<file path="src/rtl/regfile_scoreboard_pkg.sv">
// Shared register-file geometry and scoreboard sizing.
// Imported by the scoreboard, the register file and the pipeline stages.
package regfile_scoreboard_pkg;

  localparam int ADDR_WID = 4;
  localparam int DATA_WID = 32;
  localparam int CNT_WID  = 2;
  localparam int REG_CNT  = 1 << ADDR_WID;

  localparam logic [ADDR_WID-1:0] RNONE = 4'hF;

  typedef logic [ADDR_WID-1:0] regId_t;

  // Writes that go through the two register-file write ports in one cycle.
  typedef struct packed {
    logic   valid;
    regId_t destE;
    regId_t destM;
  } wrReq_t;

endpackage

</file>
<file path="src/rtl/regfile_sb_counter.sv">
// One pending-write counter: adds issues and subtracts retires in a single update.
// A retire that would take the count below zero leaves it at zero and pulses underflow.
module regfile_sb_counter #(
  parameter int CNT_WID = 2
) (
  input  logic               CLK,
  input  logic               RST_N,
  input  logic [1:0]         inc,
  input  logic [1:0]         dec,
  input  logic               clr,
  output logic [CNT_WID-1:0] count,
  output logic               nonzero,
  output logic               underflow
);

  logic [CNT_WID+1:0] sum;
  logic [CNT_WID+1:0] decExt;

  assign sum       = {2'b00, count} + {{CNT_WID{1'b0}}, inc};
  assign decExt    = {{CNT_WID{1'b0}}, dec};
  // A flush discards the retire, so it must not raise an error either.
  assign underflow = ~clr & (decExt > sum);
  assign nonzero   = |count;

  always_ff @(posedge CLK or negedge RST_N) begin
    if (!RST_N)         count <= '0;
    else if (clr)       count <= '0;
    else if (underflow) count <= '0;
    else                count <= CNT_WID'(sum - decExt);
  end

endmodule

</file>
<file path="src/rtl/regfile_scoreboard.sv">
// Issue-side scoreboard: counts pending writes per register, stalls decode on
// read-after-write hazards and on counter overflow, counts down on write-back.
module regfile_scoreboard
  import regfile_scoreboard_pkg::*;
#(
  parameter int                       ADDR_WID = regfile_scoreboard_pkg::ADDR_WID,
  parameter int                       CNT_WID  = regfile_scoreboard_pkg::CNT_WID,
  parameter logic [ADDR_WID-1:0]      RNONE    = regfile_scoreboard_pkg::RNONE
) (
  input  logic                        CLK,
  input  logic                        RST_N,
  input  logic [ADDR_WID-1:0]         srcA,
  input  logic [ADDR_WID-1:0]         srcB,
  input  logic                        issue_valid,
  input  logic [ADDR_WID-1:0]         issue_destE,
  input  logic [ADDR_WID-1:0]         issue_destM,
  output logic                        issue_ready,
  input  logic                        wb_valid,
  input  logic [ADDR_WID-1:0]         wb_destE,
  input  logic [ADDR_WID-1:0]         wb_destM,
  input  logic                        clr,
  output logic [(1<<ADDR_WID)-1:0]    busy,
  output logic                        err_underflow
);

  localparam int                 NREG    = 1 << ADDR_WID;
  localparam logic [CNT_WID+1:0] CNT_LIM = (CNT_WID+2)'((1 << CNT_WID) - 1);

  logic [NREG-1:0] nz;
  logic [NREG-1:0] ovfR;
  logic [NREG-1:0] udf;
  logic            hazA, hazB, ovf, accept;

  // Hazards look only at registered counts; a retire this cycle does not bypass.
  assign hazA        = (srcA != RNONE) && nz[srcA];
  assign hazB        = (srcB != RNONE) && nz[srcB];
  assign ovf         = |ovfR;
  assign issue_ready = ~hazA & ~hazB & ~ovf & ~clr;
  assign accept      = issue_valid & issue_ready;
  assign busy        = nz;

  for (genvar r = 0; r < NREG; r++) begin : gSlot
    localparam logic [ADDR_WID-1:0] ID = ADDR_WID'(r);
    if (ID == RNONE) begin : gNone
      assign nz[r]   = 1'b0;
      assign ovfR[r] = 1'b0;
      assign udf[r]  = 1'b0;
    end else begin : gCnt
      logic [1:0]         incReq, incAcc, decReq;
      logic [CNT_WID-1:0] count;

      assign incReq  = 2'(issue_destE == ID) + 2'(issue_destM == ID);
      assign incAcc  = accept   ? incReq : 2'd0;
      assign decReq  = wb_valid ? (2'(wb_destE == ID) + 2'(wb_destM == ID)) : 2'd0;
      // Conservative: a retire in the same cycle does not make room.
      assign ovfR[r] = ({2'b00, count} + {{CNT_WID{1'b0}}, incReq}) > CNT_LIM;

      regfile_sb_counter #(.CNT_WID(CNT_WID)) uCnt (
        .CLK       (CLK),
        .RST_N     (RST_N),
        .inc       (incAcc),
        .dec       (decReq),
        .clr       (clr),
        .count     (count),
        .nonzero   (nz[r]),
        .underflow (udf[r])
      );
    end
  end

  always_ff @(posedge CLK or negedge RST_N) begin
    if (!RST_N)    err_underflow <= 1'b0;
    else if (|udf) err_underflow <= 1'b1;
  end

endmodule

</file>
<file path="config.mk">
export PLATFORM = sky130hd
export DESIGN_NAME = regfile_scoreboard
export DESIGN_NICKNAME = d
export VERILOG_FILES = /design/src/rtl/regfile_scoreboard_pkg.sv /design/src/rtl/regfile_sb_counter.sv /design/src/rtl/regfile_scoreboard.sv
export SDC_FILE = /design/constraint.sdc
export NUM_CORES = 1
export LEC_CHECK = 0
export CAP_MARGIN = 30
export CORE_MARGIN = 2
export CORE_UTILIZATION = 60
export DETAILED_ROUTE_END_ITERATION = 16
export GPL_TIMING_DRIVEN = 0
export PLACE_DENSITY = 0.82
export SLEW_MARGIN = 10
export SYNTH_ARGS = -nofsm -noshare
export SYNTH_HDL_FRONTEND = slang
export SYNTH_SLANG_ARGS = --single-unit
</file>
<file path="constraint.sdc">
create_clock -name CLK -period 9.3 [get_ports CLK]
set_input_delay 0.93 -clock CLK [delete_from_list [all_inputs] [get_ports CLK]]
set_output_delay 0.93 -clock CLK [all_outputs]
set_load 0.05 [all_outputs]
</file>
Yosys cells after proc, flatten, opt, wreduce, memory -nomap -nowiden
Index checks and enable logic that the tools add are counted.
- add/sub/neg operators: 75
- multipliers: 0
- divide/modulo/power cells: 0
- magnitude comparators: 32
- eq/ne operators: 58
- shift operators: 0
- muxes and demuxes: 64
- bitwise operators: 23
- reductions and logical operators: 23
- operator list (kind ; count):
    2-to-1 mux 2 bit ; 60
    equality test 4 bit, second input constant ; 28
    adder 2 x 2 -> 3 bit ; 30
    equality test 4 x 3 -> 1 bit, second input constant ; 16
    adder 1 x 1 -> 2 bit ; 30
    > comparator 2 x 3 -> 1 bit ; 15
    > comparator 3 x 2 -> 1 bit, second input constant ; 15
    equality test 4 x 2 -> 1 bit, second input constant ; 8
    OR reduction 15 bit ; 2
    OR reduction 2 bit ; 15
    subtractor 2 bit ; 15
    bitwise AND 1 bit ; 19
    equality test 4 x 1 -> 1 bit, second input constant ; 4
    logical NOT 4 bit ; 4
    less-than comparator 4 x 5 -> 1 bit, second input constant ; 2
    binary-select mux 1 bit (select 4 bit) ; 2
    != test 4 bit, second input constant ; 2
    inverter 1 bit ; 4
    logical AND 1 bit ; 2
    2-to-1 mux 1 bit ; 2
- bits in registers: 31
- latch bits: 0
- RAM bits: 0
- memory bits (read-only): 0
- memories: 0

Depth between registers and ports, before layout
- depth after elaboration: 15
- mapped depth: 18

Modules after synthesis
A second synthesis with hierarchy kept.
- cells, all modules: 560
- area, all modules: 5008.6 um^2
- modules (own cells, without submodules) (module ; instances ; cells an instance ; area an instance (um^2)):
    regfile_sb_counter ; 15 ; 18 ; 187.7
    regfile_scoreboard ; 1 ; 290 ; 2193.4

Worst setup path before layout
Ideal clock, no wire load.
- kind: input to register
- from: input issue_destE[1]
- to: register err_underflow
- setup time: 0.139 ns
- arrival: 4.543 ns
- slack: 4.618 ns
- stages: 17
- cells stage by stage: nand2b_1 nor3_1 ha_1 ha_1 and3_1 a311oi_1 clkbuf_1 nand4_1 nor4_2 ha_1 fa_1 inv_1 ha_1 nor2b_1 o21ai_0 nand4_1 or4_1
- cells in the longest elaborated chain, start to end: 14
- elaborated cells between the ends (all ways): 126
- ends and longest elaborated chain (item ; RTL line ; source):
    from (decl) ; regfile_scoreboard.sv:15 ; input logic [ADDR_WID-1:0] issue_destE,
    equality test 4 x 1 -> 1 bit (tied with other cells) ; regfile_scoreboard.sv:52 ; assign incReq = 2'(issue_destE == ID) + 2'(issue_destM == ID);
    adder 1 x 1 -> 2 bit ; regfile_scoreboard.sv:52 ;
    adder 2 x 2 -> 3 bit ; regfile_scoreboard.sv:56 ; assign ovfR[r] = ({2'b00, count} + {{CNT_WID{1'b0}}, incReq}) > CNT_LIM;
    > comparator 3 x 2 -> 1 bit ; regfile_scoreboard.sv:56 ;
    OR reduction 15 bit ; regfile_scoreboard.sv:37 ; assign ovf = |ovfR;
    inverter 1 bit ; regfile_scoreboard.sv:38 ; assign issue_ready = ~hazA & ~hazB & ~ovf & ~clr;
    bitwise AND 1 bit (2 in a row) ; regfile_scoreboard.sv:38 ;
    bitwise AND 1 bit ; regfile_scoreboard.sv:39 ; assign accept = issue_valid & issue_ready;
    2-to-1 mux 2 bit ; regfile_scoreboard.sv:53 ; assign incAcc = accept ? incReq : 2'd0;
    adder 2 x 2 -> 3 bit ; regfile_sb_counter.sv:19 ; assign sum = {2'b00, count} + {{CNT_WID{1'b0}}, inc};
    > comparator 2 x 3 -> 1 bit ; regfile_sb_counter.sv:22 ; assign underflow = ~clr & (decExt > sum);
    bitwise AND 1 bit ; regfile_sb_counter.sv:22 ;
    OR reduction 15 bit * ; regfile_scoreboard.sv:73 ; else if (|udf) err_underflow <= 1'b1;
    to (signal assigned) ; regfile_scoreboard.sv:72 ; if (!RST_N) err_underflow <= 1'b0;
    to (signal assigned) ; regfile_scoreboard.sv:73 ;
    to (decl) ; regfile_scoreboard.sv:23 ; output logic err_underflow
Mark *: on every way between the ends. The rest lies on a longest branch, timed or not.
A chain may end at the register's enable or synchronous reset.

Final worst setup path
- from: input issue_destE[0]
- to: register err_underflow
Same word-level chain as after synthesis.

==> out/results.ini <==
[floorplanning]
core_region_area_um2 = 8300
num_io_pins = 47
die_y_um = 97.0
initial_core_util_pct = 62.5
dieArea_um2 = 9400
die-width_um = 97.0
rows = 33

[global_route]
grt.total_usage_pct = 30.2
grt.overflow.total = 0
grt_pass1_vias = 4694
grt_first_pass_wirelength_um = 22800
grt_max_degree = 32
antenna_found_initial = 0

[setup_path]
path_class = in -> reg
worst_setup_path_end_kind = flop
cp_slowest_cell = nor4_1
start_kind = primary input
worstPathArrival_ns = 6.23
critPathRequiredTime_ns = 9.46
critPathMaxFanout = 10
worstPathCellList = clkdlybuf4s50_1 > nor4_1 > ha_1 > ha_1 > nand3_1 > nand2_1 > a311oi_1 > clkbuf_1 > nand4_1 > nor4_2 > ha_1 > fa_1 > inv_1 > ha_1 > nor2b_1 > o21ai_0 > nand4_1 > or4_1
crit_top_cell = ha_1
max_stage_delay_ns = 0.58

[pwr]
p_per_area_nw_per_um2 = 84.1
power_frac_clock_pct = 25.4
power_frac_comb_pct = 43.4
p_sw_share_pct = 40.8
p_int_w = 0.000291
p_leak_nw = 2.87
max-vdd-ir-drop_v = 0.0000818
switchingPower_w = 0.000200
pwr-share-seq_pct = 31.2

[timing]
whs_ns = 0.586
fin_setup_tns_ns = 0
fin_ws_ns = 3.23
setup_viol = 0
slew_viol_final = 0
hold_viol = 0
min_period_ns = 6.07
rsz0062_at_grt = false
fin_skew_ns = 0.0104
tightest_slew_ns = 0.724
fmax_mhz = 165
max_slew_margin_pct = 51.7
fin_crit_sh_pct = 65.3

[cells_and_area]
multiInputGateArea_um2 = 3940
syn_to_final_growth_pct = 12.5
fin_nets = 822
drive_above_1_share_pct = 11.6
fillers = 682
seqCellArea_um2 = 776
n_antenna_cell = 0
utilization_pct = 70.3

[clock_network]
hold_buffers = 0
cts.clk_slew.worst_paths_ns = 0.07
htree_levels = 2
cts_sinks = 31
cts_setup_buffers = 0
tritoncts = done
insertion_delay_ns = 0.29
root_buffer = clkbuf_8
clockBufferDepth = 2
cts_buffers = 5
ctsResizeCount = 0

[placement]
numPortBuffers = 42
dp_hpwl_um = 12000
post-place-ws_ns = 3.04
place.gp.congestion = 1.03

[synth]
yosysTopAreaCell = ha_1
synth_top_area_share_pct = 25.3
yosys_warnings = 0
synth_cell_type_count = 43
ys_ff_latch = 31
syn_inst = 624
syn_nets = 773
ys.flop_type = dfrtp_1
synth_enable_flop_cells = 0
syn-cell-area_um2 = 5190
synth_most_common_cell = ha_1
ys_top_cells_by_count = ha_1 (105), nor2_1 (73), inv_1 (56), nand2b_1 (34), nand4_1 (34)
postSynthAreaPerCell_um2 = 8.31
synth_area_leaders = ha_1 (25%), dfrtp_1 (15%), nor4_2 (7.2%)
yosysSeqAreaShare_pct = 15.0
async_flop_share_pct = 100

[detailed_routing]
drtPass1Iterations = 5
wirelength_um = 14000
ant_nets = 0
drc = 0
num_vias = 4719
wl_per_cell_um = 18.0
drt_iter0_markers = 249
vias_per_cell = 6.06

[run]
maxCapViolations = 0

[run_status]
status = finished, final reports clean

[hold_path]
worstHoldPathType = reg -> reg

## critical path: cells and delay by family
| kind | cells | cell delay, ns |
|---|---|---|
| simple gates | 8 | 2.09 |
| fa+ha+maj | 5 | 1.40 |
| buf+inv | 3 | 1.02 |
| compound gates | 2 | 0.80 |
## per-layer routing
metal / vias to the layer above / wire length (µm) / global-route usage (%)
li1: 2286 / - / -
met1: 2198 / 5770 / 37.0
met2: 192 / 6590 / 50.5
met3: 43 / 1080 / 6.72
met4: 0 / 582 / 13.5
met5: - / 0 / 0
## path summary, 6_finish.rpt
check / start / end / slack (ns) / depth (start not counted)
hold reg to reg: err_underflow$_DFFE_PN0P_ / err_underflow$_DFFE_PN0P_ / 0.59 / 2
min in group asynchronous: RST_N / gSlot[2].gCnt.uCnt.count[0]$_DFF_PN0_ / 0.69 / 1
max in group asynchronous: RST_N / gSlot[1].gCnt.uCnt.count[1]$_DFF_PN0_ / 8.14 / 1
hold / removal: err_underflow$_DFFE_PN0P_ / err_underflow$_DFFE_PN0P_ / 0.59 / 2
setup / recovery: issue_destE[0] / err_underflow$_DFFE_PN0P_ / 3.23 / 18
setup reg to reg: gSlot[1].gCnt.uCnt.count[1]$_DFF_PN0_ / err_underflow$_DFFE_PN0P_ / 4.67 / 14
## through the flow
stage | total power (W) | cell area [µm²] | std cells
floorplan | 0.000296 | 5190 | 624
global placement | 0.000357 | 5740 | 771
detailed placement | 0.000365 | 5730 | 771
CTS | 0.000488 | 5830 | 779
global route | 0.000515 | 5830 | 779
finish | 0.000491 | 5830 | 779
## area by class of cell
type | count | share of cell area (%)
clock buffer | 8 | 1.72
timing repair buffer | 42 | 7.12
multi-input combinational | 494 | 67.5
tap | 105 | 2.25
sequential | 31 | 13.3
buffer | 43 | 4.55
inverter | 56 | 3.60
## state kept, by name, indices dropped and copies added, names as in the netlist
| signal | cells |
|---|---|
| err_underflow | 1 |
| gSlot.gCnt.uCnt.count | 30 |
## logic make-up (layout without fill, tap and decap cells)
kind of cell               count (synthesis)  after routing  synth area share [%]
AOI/OAI and AO/OA                         59             59                  7.67
xor gates and xnor gates                  15             15                  2.53
adders and majority gates                120            120                  31.1
buffers and inverters                     99            149                  9.17
DFF                                       31             31                  15.0
other                                      1              1                0.0723
and+or+nand+nor                          299            299                  34.5
## layout by cell type (no fill, tap or decap), types with 3 or more instances in the layout
master / count
buf_4: 16
fa_1: 15
o21ai_1: 6
and2_1: 15
nand2b_1: 34
nor4_2: 30
buf_6: 5
dfrtp_1: 31
nand2_1: 30
nand4_1: 34
buf_2: 6
o21ai_0: 14
a311oi_1: 3
and3_1: 4
nor2b_1: 16
nand3_1: 7
clkbuf_1: 18
ha_1: 105
nor3_1: 30
a21oi_1: 5
clkdlybuf4s50_1: 41
xor2_1: 15
or2_2: 7
a211oi_1: 18
nor2_1: 73
clkbuf_8: 7
inv_1: 56
nor4_1: 11
a31oi_1: 3
## power groups by stage
stage	clock network (W)	registers [W]	logic [W]
after floorplan	0	0.000151	0.000145
after global placement	0	0.000155	0.000203
after detailed placement	0	0.000155	0.000210
after CTS	0.000124	0.000153	0.000211
after global routing	0.000129	0.000154	0.000232
final	0.000125	0.000153	0.000213
Power figures use the tool's default switching activity.
